## src/rtl/spike_event_logger_pkg.sv

```systemverilog
// Shared constants and helpers for the spike event logger.
// Optional per-neuron totals are enabled with SPIKE_EVENT_COUNT_EN.
package snn_event_pkg;
  localparam int TS_W_DEF  = 8;
  localparam int DEPTH_DEF = 16;
  localparam int N_L1_DEF  = 8;
  localparam int N_OUT_DEF = 2;

  localparam int OUT_LSB = 0;
  localparam int L1_LSB  = N_OUT_DEF;
  localparam int TS_LSB  = N_OUT_DEF + N_L1_DEF;

  function automatic int evt_width(
    input int ts_w,
    input int n_l1,
    input int n_out
  );
    return ts_w + n_l1 + n_out;
  endfunction
endpackage

```

## src/rtl/spike_event_logger_if.sv

```systemverilog
// Valid/ready event stream between the logger and its readout.
// Master presents head event, slave accepts it with ready.
interface spike_event_logger_if #(
  parameter int W = 18
);
  logic         valid;
  logic         ready;
  logic [W-1:0] data;

  modport master (
    output valid,
    output data,
    input  ready
  );

  modport slave (
    input  valid,
    input  data,
    output ready
  );
endinterface

```

## src/rtl/spike_event_fifo.sv

```systemverilog
// Generic first-word-fall-through synchronous FIFO.
// Accepts push and pop together when full; head reads 0 when empty.
module spike_event_fifo #(
  parameter int W     = 18,
  parameter int DEPTH = 16,
  localparam int AW   = $clog2(DEPTH)
) (
  input  logic          clk,
  input  logic          rst_n,
  input  logic          clr_i,
  input  logic          push_i,
  input  logic          pop_i,
  input  logic [W-1:0]  wdata_i,
  output logic [W-1:0]  rdata_o,
  output logic          empty_o,
  output logic          full_o,
  output logic [AW:0]   count_o
);
  logic [W-1:0] mem_q [DEPTH];
  logic [AW:0]  wr_q;
  logic [AW:0]  rd_q;
  logic         do_push;
  logic         do_pop;

  assign count_o = wr_q - rd_q;
  assign empty_o = (count_o == '0);
  assign full_o  = (count_o == (AW+1)'(DEPTH));
  assign do_pop  = pop_i & ~empty_o;
  assign do_push = push_i & (~full_o | do_pop);
  assign rdata_o = empty_o ? '0 : mem_q[rd_q[AW-1:0]];

  always_ff @(posedge clk or negedge rst_n) begin
    if (!rst_n) begin
      wr_q <= '0;
      rd_q <= '0;
    end else if (clr_i) begin
      wr_q <= '0;
      rd_q <= '0;
    end else begin
      if (do_push) wr_q <= wr_q + 1'b1;
      if (do_pop)  rd_q <= rd_q + 1'b1;
    end
  end

  // Storage needs no reset: the pointers alone define what is valid.
  always_ff @(posedge clk) begin
    if (do_push && !clr_i) mem_q[wr_q[AW-1:0]] <= wdata_i;
  end
endmodule

```

## src/rtl/spike_event_logger.sv

```systemverilog
// Spike edge detector with time-stamped event FIFO and drop tracking.
// Define SPIKE_EVENT_COUNT_EN to add per-output-neuron spike totals.
module spike_event_logger
  import snn_event_pkg::*;
#(
  parameter int TS_W  = TS_W_DEF,
  parameter int DEPTH = DEPTH_DEF,
  parameter int N_L1  = N_L1_DEF,
  parameter int N_OUT = N_OUT_DEF
) (
  input  logic                    system_clock,
  input  logic                    reset,
  input  logic                    enable,
  input  logic                    clear,
  input  logic                    delay_clk,
  input  logic [N_L1-1:0]         output_spikes_layer1,
  input  logic [N_OUT-1:0]        output_spikes,
  spike_event_logger_if.master    evt,
  output logic [$clog2(DEPTH):0]  fifo_count,
  output logic                    overflow,
  output logic [7:0]              drop_count
`ifdef SPIKE_EVENT_COUNT_EN
  ,
  output logic [N_OUT*16-1:0]     spike_totals
`endif
);
  localparam int SW = N_L1 + N_OUT;
  localparam int EW = evt_width(TS_W, N_L1, N_OUT);

  logic [SW-1:0]   s1_q, s2_q;
  logic            dclk1_q, dclk2_q;
  logic [TS_W-1:0] ts_q;
  logic            ovf_q;
  logic [7:0]      drop_q;
  logic [SW-1:0]   edges;
  logic            tick;
  logic            push_req;
  logic            fifo_full;
  logic            fifo_empty;
  logic            drop;
  logic [EW-1:0]   wdata;

  assign edges    = s1_q & ~s2_q;
  assign tick     = dclk1_q & ~dclk2_q;
  assign push_req = enable & (|edges);
  assign drop     = push_req & fifo_full & ~evt.ready;
  assign wdata    = {ts_q, edges};

  always_ff @(posedge system_clock or negedge reset) begin
    if (!reset) begin
      s1_q    <= '0;
      s2_q    <= '0;
      dclk1_q <= 1'b0;
      dclk2_q <= 1'b0;
    end else begin
      s1_q    <= {output_spikes_layer1, output_spikes};
      s2_q    <= s1_q;
      dclk1_q <= delay_clk;
      dclk2_q <= dclk1_q;
    end
  end

  always_ff @(posedge system_clock or negedge reset) begin
    if (!reset) begin
      ts_q   <= '0;
      ovf_q  <= 1'b0;
      drop_q <= '0;
    end else if (clear) begin
      ts_q   <= '0;
      ovf_q  <= 1'b0;
      drop_q <= '0;
    end else begin
      if (enable && tick) ts_q <= ts_q + 1'b1;
      if (drop) begin
        ovf_q <= 1'b1;
        if (drop_q != 8'hFF) drop_q <= drop_q + 1'b1;
      end
    end
  end

  spike_event_fifo #(
    .W     (EW),
    .DEPTH (DEPTH)
  ) u_fifo (
    .clk     (system_clock),
    .rst_n   (reset),
    .clr_i   (clear),
    .push_i  (push_req),
    .pop_i   (evt.ready),
    .wdata_i (wdata),
    .rdata_o (evt.data),
    .empty_o (fifo_empty),
    .full_o  (fifo_full),
    .count_o (fifo_count)
  );

  assign evt.valid  = ~fifo_empty;
  assign overflow   = ovf_q;
  assign drop_count = drop_q;

`ifdef SPIKE_EVENT_COUNT_EN
  logic [N_OUT-1:0][15:0] tot_q;

  // Totals see every enabled edge, even ones the FIFO drops.
  always_ff @(posedge system_clock or negedge reset) begin
    if (!reset) begin
      tot_q <= '0;
    end else if (clear) begin
      tot_q <= '0;
    end else if (enable) begin
      for (int i = 0; i < N_OUT; i++) begin
        if (edges[OUT_LSB+i] && tot_q[i] != 16'hFFFF)
          tot_q[i] <= tot_q[i] + 1'b1;
      end
    end
  end

  assign spike_totals = tot_q;
`endif
endmodule

```

## src/flat_wrapper.sv

```systemverilog
// flat-port wrapper written by rule: the top's interface ports become plain ports
module spike_event_logger_flat import snn_event_pkg::*;
#(
  parameter int TS_W  = TS_W_DEF,
  parameter int DEPTH = DEPTH_DEF,
  parameter int N_L1  = N_L1_DEF,
  parameter int N_OUT = N_OUT_DEF
)
  (system_clock, reset, enable, clear, delay_clk, output_spikes_layer1, output_spikes, fifo_count, overflow, drop_count, evt_valid, evt_data, evt_ready);
  spike_event_logger_if #(.W((18))) evt_i ();
  input  logic system_clock;
  input  logic reset;
  input  logic enable;
  input  logic clear;
  input  logic delay_clk;
  input  logic [N_L1-1:0] output_spikes_layer1;
  input  logic [N_OUT-1:0] output_spikes;
  output logic [$clog2(DEPTH):0] fifo_count;
  output logic overflow;
  output logic [7:0] drop_count;
  output wire logic [$bits(evt_i.valid)-1:0] evt_valid;
  output wire logic [$bits(evt_i.data)-1:0] evt_data;
  input wire logic [$bits(evt_i.ready)-1:0] evt_ready;
  assign evt_valid = evt_i.valid;
  assign evt_data = evt_i.data;
  assign evt_i.ready = evt_ready;
  spike_event_logger #(.TS_W(TS_W), .DEPTH(DEPTH), .N_L1(N_L1), .N_OUT(N_OUT)) u_core (.system_clock(system_clock), .reset(reset), .enable(enable), .clear(clear), .delay_clk(delay_clk), .output_spikes_layer1(output_spikes_layer1), .output_spikes(output_spikes), .evt(evt_i), .fifo_count(fifo_count), .overflow(overflow), .drop_count(drop_count));
endmodule
```

## config.mk

```make
export PLATFORM = sky130hd
export DESIGN_NAME = spike_event_logger_flat
export DESIGN_NICKNAME = d
export VERILOG_FILES = /design/src/rtl/spike_event_logger_pkg.sv /design/src/rtl/spike_event_logger_if.sv /design/src/rtl/spike_event_fifo.sv /design/src/rtl/spike_event_logger.sv /design/src/flat_wrapper.sv
export SDC_FILE = /design/constraint.sdc
export NUM_CORES = 1
export LEC_CHECK = 0
export CELL_PAD_IN_SITES_DETAIL_PLACEMENT = 1
export CELL_PAD_IN_SITES_GLOBAL_PLACEMENT = 2
export CORE_AREA = 4 4 179 181
export DETAILED_ROUTE_END_ITERATION = 10
export DIE_AREA = 0 0 183 185
export PLACE_DENSITY_LB_ADDON = 0.08
export SLEW_MARGIN = 15
export SYNTH_ARGS = -nofsm -noshare
export SYNTH_HDL_FRONTEND = slang
export SYNTH_SLANG_ARGS = --single-unit
export TNS_END_PERCENT = 30
```

## constraint.sdc

```tcl
create_clock -name system_clock -period 13.2 [get_ports system_clock]
set_clock_uncertainty 0.1 [all_clocks]
set_input_delay 2.64 -clock system_clock [delete_from_list [all_inputs] [get_ports system_clock]]
set_output_delay 2.64 -clock system_clock [all_outputs]
set_load 0.01 [all_outputs]
```

==> impl_metrics.tcl <==
set metrics [dict create \
    yosys_warnings 0 \
    critPathMaxStageDelay_ns 1.07 \
    cp_num_buf_inv 2 \
    crit_fanout 49 \
    avgViaCountPerCell 5.71 \
    post_cts_buffers 0 \
    regToRegSetupSlack_ns 8.82 \
    cts_made_buffers 38 \
    synth-seq-cells 337 \
    io_pins 49 \
    place.port_buffers 48 \
    peakVddDrop_mv 0.0808 \
    rr_startpoint "u_core.u_fifo.rd_q[0]" \
    post-synth-top-count-cell "edfxtp_1" \
    htree_levels 2 \
    initial_core_util_pct 44.4 \
    multi_input_area_um2 3520 \
    drc 0 \
    required_ns 10.46 \
    nets 783 \
    fill_cells 2733 \
    synthCells 675 \
    r2r-end "u_core.u_fifo.mem_q[12][3]" \
    track_usage_pct 19.0 \
    worstRegToRegCells 8 \
    worst_slew_pin_slew_ns 1.05 \
    hold_end "u_core.s2_q[6]" \
    die_x_um 183 \
    synth_area_um2 13500 \
    firstDrtPassIters 5 \
    clk_path_buf_depth 3 \
    die_h_um 185 \
    start_kind "flop" \
    crit_type "reg -> out" \
    row_count 64 \
    yosysTopAreaCell "edfxtp_1" \
    period_needed_ns 7.27 \
    ys_seq_area_share_pct 73.0 \
    syn_to_final_growth_pct 17.2 \
    synth_top_area_share_pct 64.0 \
    worstHoldPathType "reg -> reg" \
    dieArea_um2 33900 \
    register_area_um2 9880 \
    overflow 0 \
    drive_gt1_share_pct 26.1 \
    crit_path_end_kind "output pin" \
    setup_viol 0 \
    antenna_found_initial 1 \
    p_leak_nw 5.40 \
    fin_hold_ws_ns 0.266 \
    synth_area_leaders "edfxtp_1 (64%), mux4_2 (15%), dfrtp_1 (9.1%), nor2b_1 (1.7%), ha_1 (1.0%)" \
    fin_ws_ns 5.93 \
    syn-num-nets 703 \
    cap_violations 0 \
    drtAntennaViolNets 0 \
    clk_latency_ns 0.51 \
    synth.distinct_cells 53 \
    hold_buffers 0 \
    cts_sinks 337 \
    gp_congestion 0.786 \
    slew_headroom_pct 29.8 \
    crit_family "flip-flops" \
    avgSynthCellArea_um2 20.0 \
    root_buffer "clkbuf_16" \
    power_density_nw_per_um2 181 \
    post_cts_resized 0 \
    grt_pass1_vias 7509 \
    async_reset_ff_share_pct 14.5 \
    num_vias 6723 \
    routedWlPerCell_um 26.6 \
    hpwlAfterDp_um 18100 \
    yosys-top-cells-count "edfxtp_1 (288), mux4_2 (90), dfrtp_1 (49), nor2b_1 (37), nor2_1 (31)" \
    grt_pass1_wl_um 47600 \
    synth_flop_cell "edfxtp_1" \
    fin_crit_sh_pct 55.1 \
    drt-total-wl_um 31400 \
    whs_path_depth 0 \
    n_antenna_cell 0 \
    finalHoldViolCount 0 \
    dp_slack_ns 6.36 \
    cp.arrival_ns 4.53 \
    min-delay-start "u_core.s1_q[6]" \
    clk_pin_slew_ns 0.06 \
    outcome "finished, final reports clean" \
    grt_max_degree 55 \
    rsz0062_at_grt "false" \
    cp_slowest_cell "dfrtp_4" \
    drtIter0Drc 496 \
    maxSlewViolCount 0 \
    path_cells "ha_1, fa_1, nand2b_1, o2bb2ai_1, xor2_1, and2_0, buf_4, nor2b_1, clkdlybuf4s50_1" \
    fin_tns_setup_ns 0 \
    max_freq_ghz 0.138 \
    synth_edf_count 288 \
    power_mw 2.86 \
    tritoncts "yes" \
    core_area_um2 30400 \
]
power by group:
| group | internal [mW] | switching [mW] | leakage, nW | total [mW] |
|---|---|---|---|---|
| registers | 1.17 | 0.0505 | 3.43 | 1.22 |
| clock network | 0.641 | 0.397 | 0.607 | 1.04 |
| logic | 0.324 | 0.280 | 1.36 | 0.604 |
placed cells by master (no fill, tap or decap), types with 11 or more instances in the layout:
cell / count
clkdlybuf4s50_1: 47
nand2_1: 17
inv_1: 14
mux4_2: 90
dfrtp_1: 47
nor2_1: 27
edfxtp_1: 288
clkbuf_16: 38
nor2b_1: 35
ha_1: 11
buf_4: 23
kinds of logic (layout without fill, tap and decap cells):
group	count (synthesis)	in the layout	share of synthesized area, %
DFF	337	337	73.0
AOI/OAI and AO/OA	25	25	1.46
buffers and inverters	45	151	1.51
and+or+nand+nor	138	138	5.72
xor gates and xnor gates	10	10	0.648
muxes	108	108	16.4
adders and majority gates	12	12	1.17
flip-flops by register name (all words and copies together), names as in the netlist:
register	flops
u_core.u_fifo.mem_q	288
u_core.dclk2_q	1
u_core.drop_count	8
u_core.overflow	1
u_core.dclk1_q	1
u_core.s2_q	10
u_core.u_fifo.rd_q	5
u_core.u_fifo.wr_q	5
u_core.ts_q	8
u_core.s1_q	10
cell type report:
| cell class | instances | area share [%] |
|---|---|---|
| Tap cell | 396 | 3.13 |
| Timing Repair Buffer | 71 | 4.09 |
| Multi-Input combinational cell | 293 | 22.2 |
| Clock inverter | 13 | 1.08 |
| Inverter | 14 | 0.332 |
| Clock buffer | 53 | 6.74 |
| Sequential cell | 337 | 62.4 |
stage by stage:
stage | util, % | area (um^2) | std cells
floorplan | - | 13500 | 675
global placement | 48.0 | 14600 | 1111
detailed placement | 48.0 | 14600 | 1111
CTS | 52.0 | 15800 | 1177
global route | 52.0 | 15800 | 1177
finish | 52.0 | 15800 | 1177
how the worst max path moves through the flow:
stage | cells after the start | slack, ns | endpoint | start
3_3_place_gp | 9 | 6.47 | evt_data[2] | u_core.u_fifo.rd_q[0]
3_5_place_dp | 9 | 6.36 | evt_data[6] | u_core.u_fifo.rd_q[0]
2_1_floorplan | 4 | 7.49 | u_core.u_fifo.mem_q[3][0] | evt_ready
4_1_cts | 9 | 5.82 | evt_data[2] | u_core.u_fifo.rd_q[0]
6_report | 9 | 5.93 | evt_data[2] | u_core.u_fifo.rd_q[0]
5_1_grt | 9 | 5.59 | evt_data[6] | u_core.u_fifo.rd_q[0]
metal layers:
layer  wire, um  track usage (%)  vias to the layer above
met4        543             4.02                        2
met2      16300             33.6                      155
li1           -                -                     2887
met1      13200             25.1                     3635
met3       1320             3.06                       44
met5         19                0                        -
(Power assumes the default switching activity.)
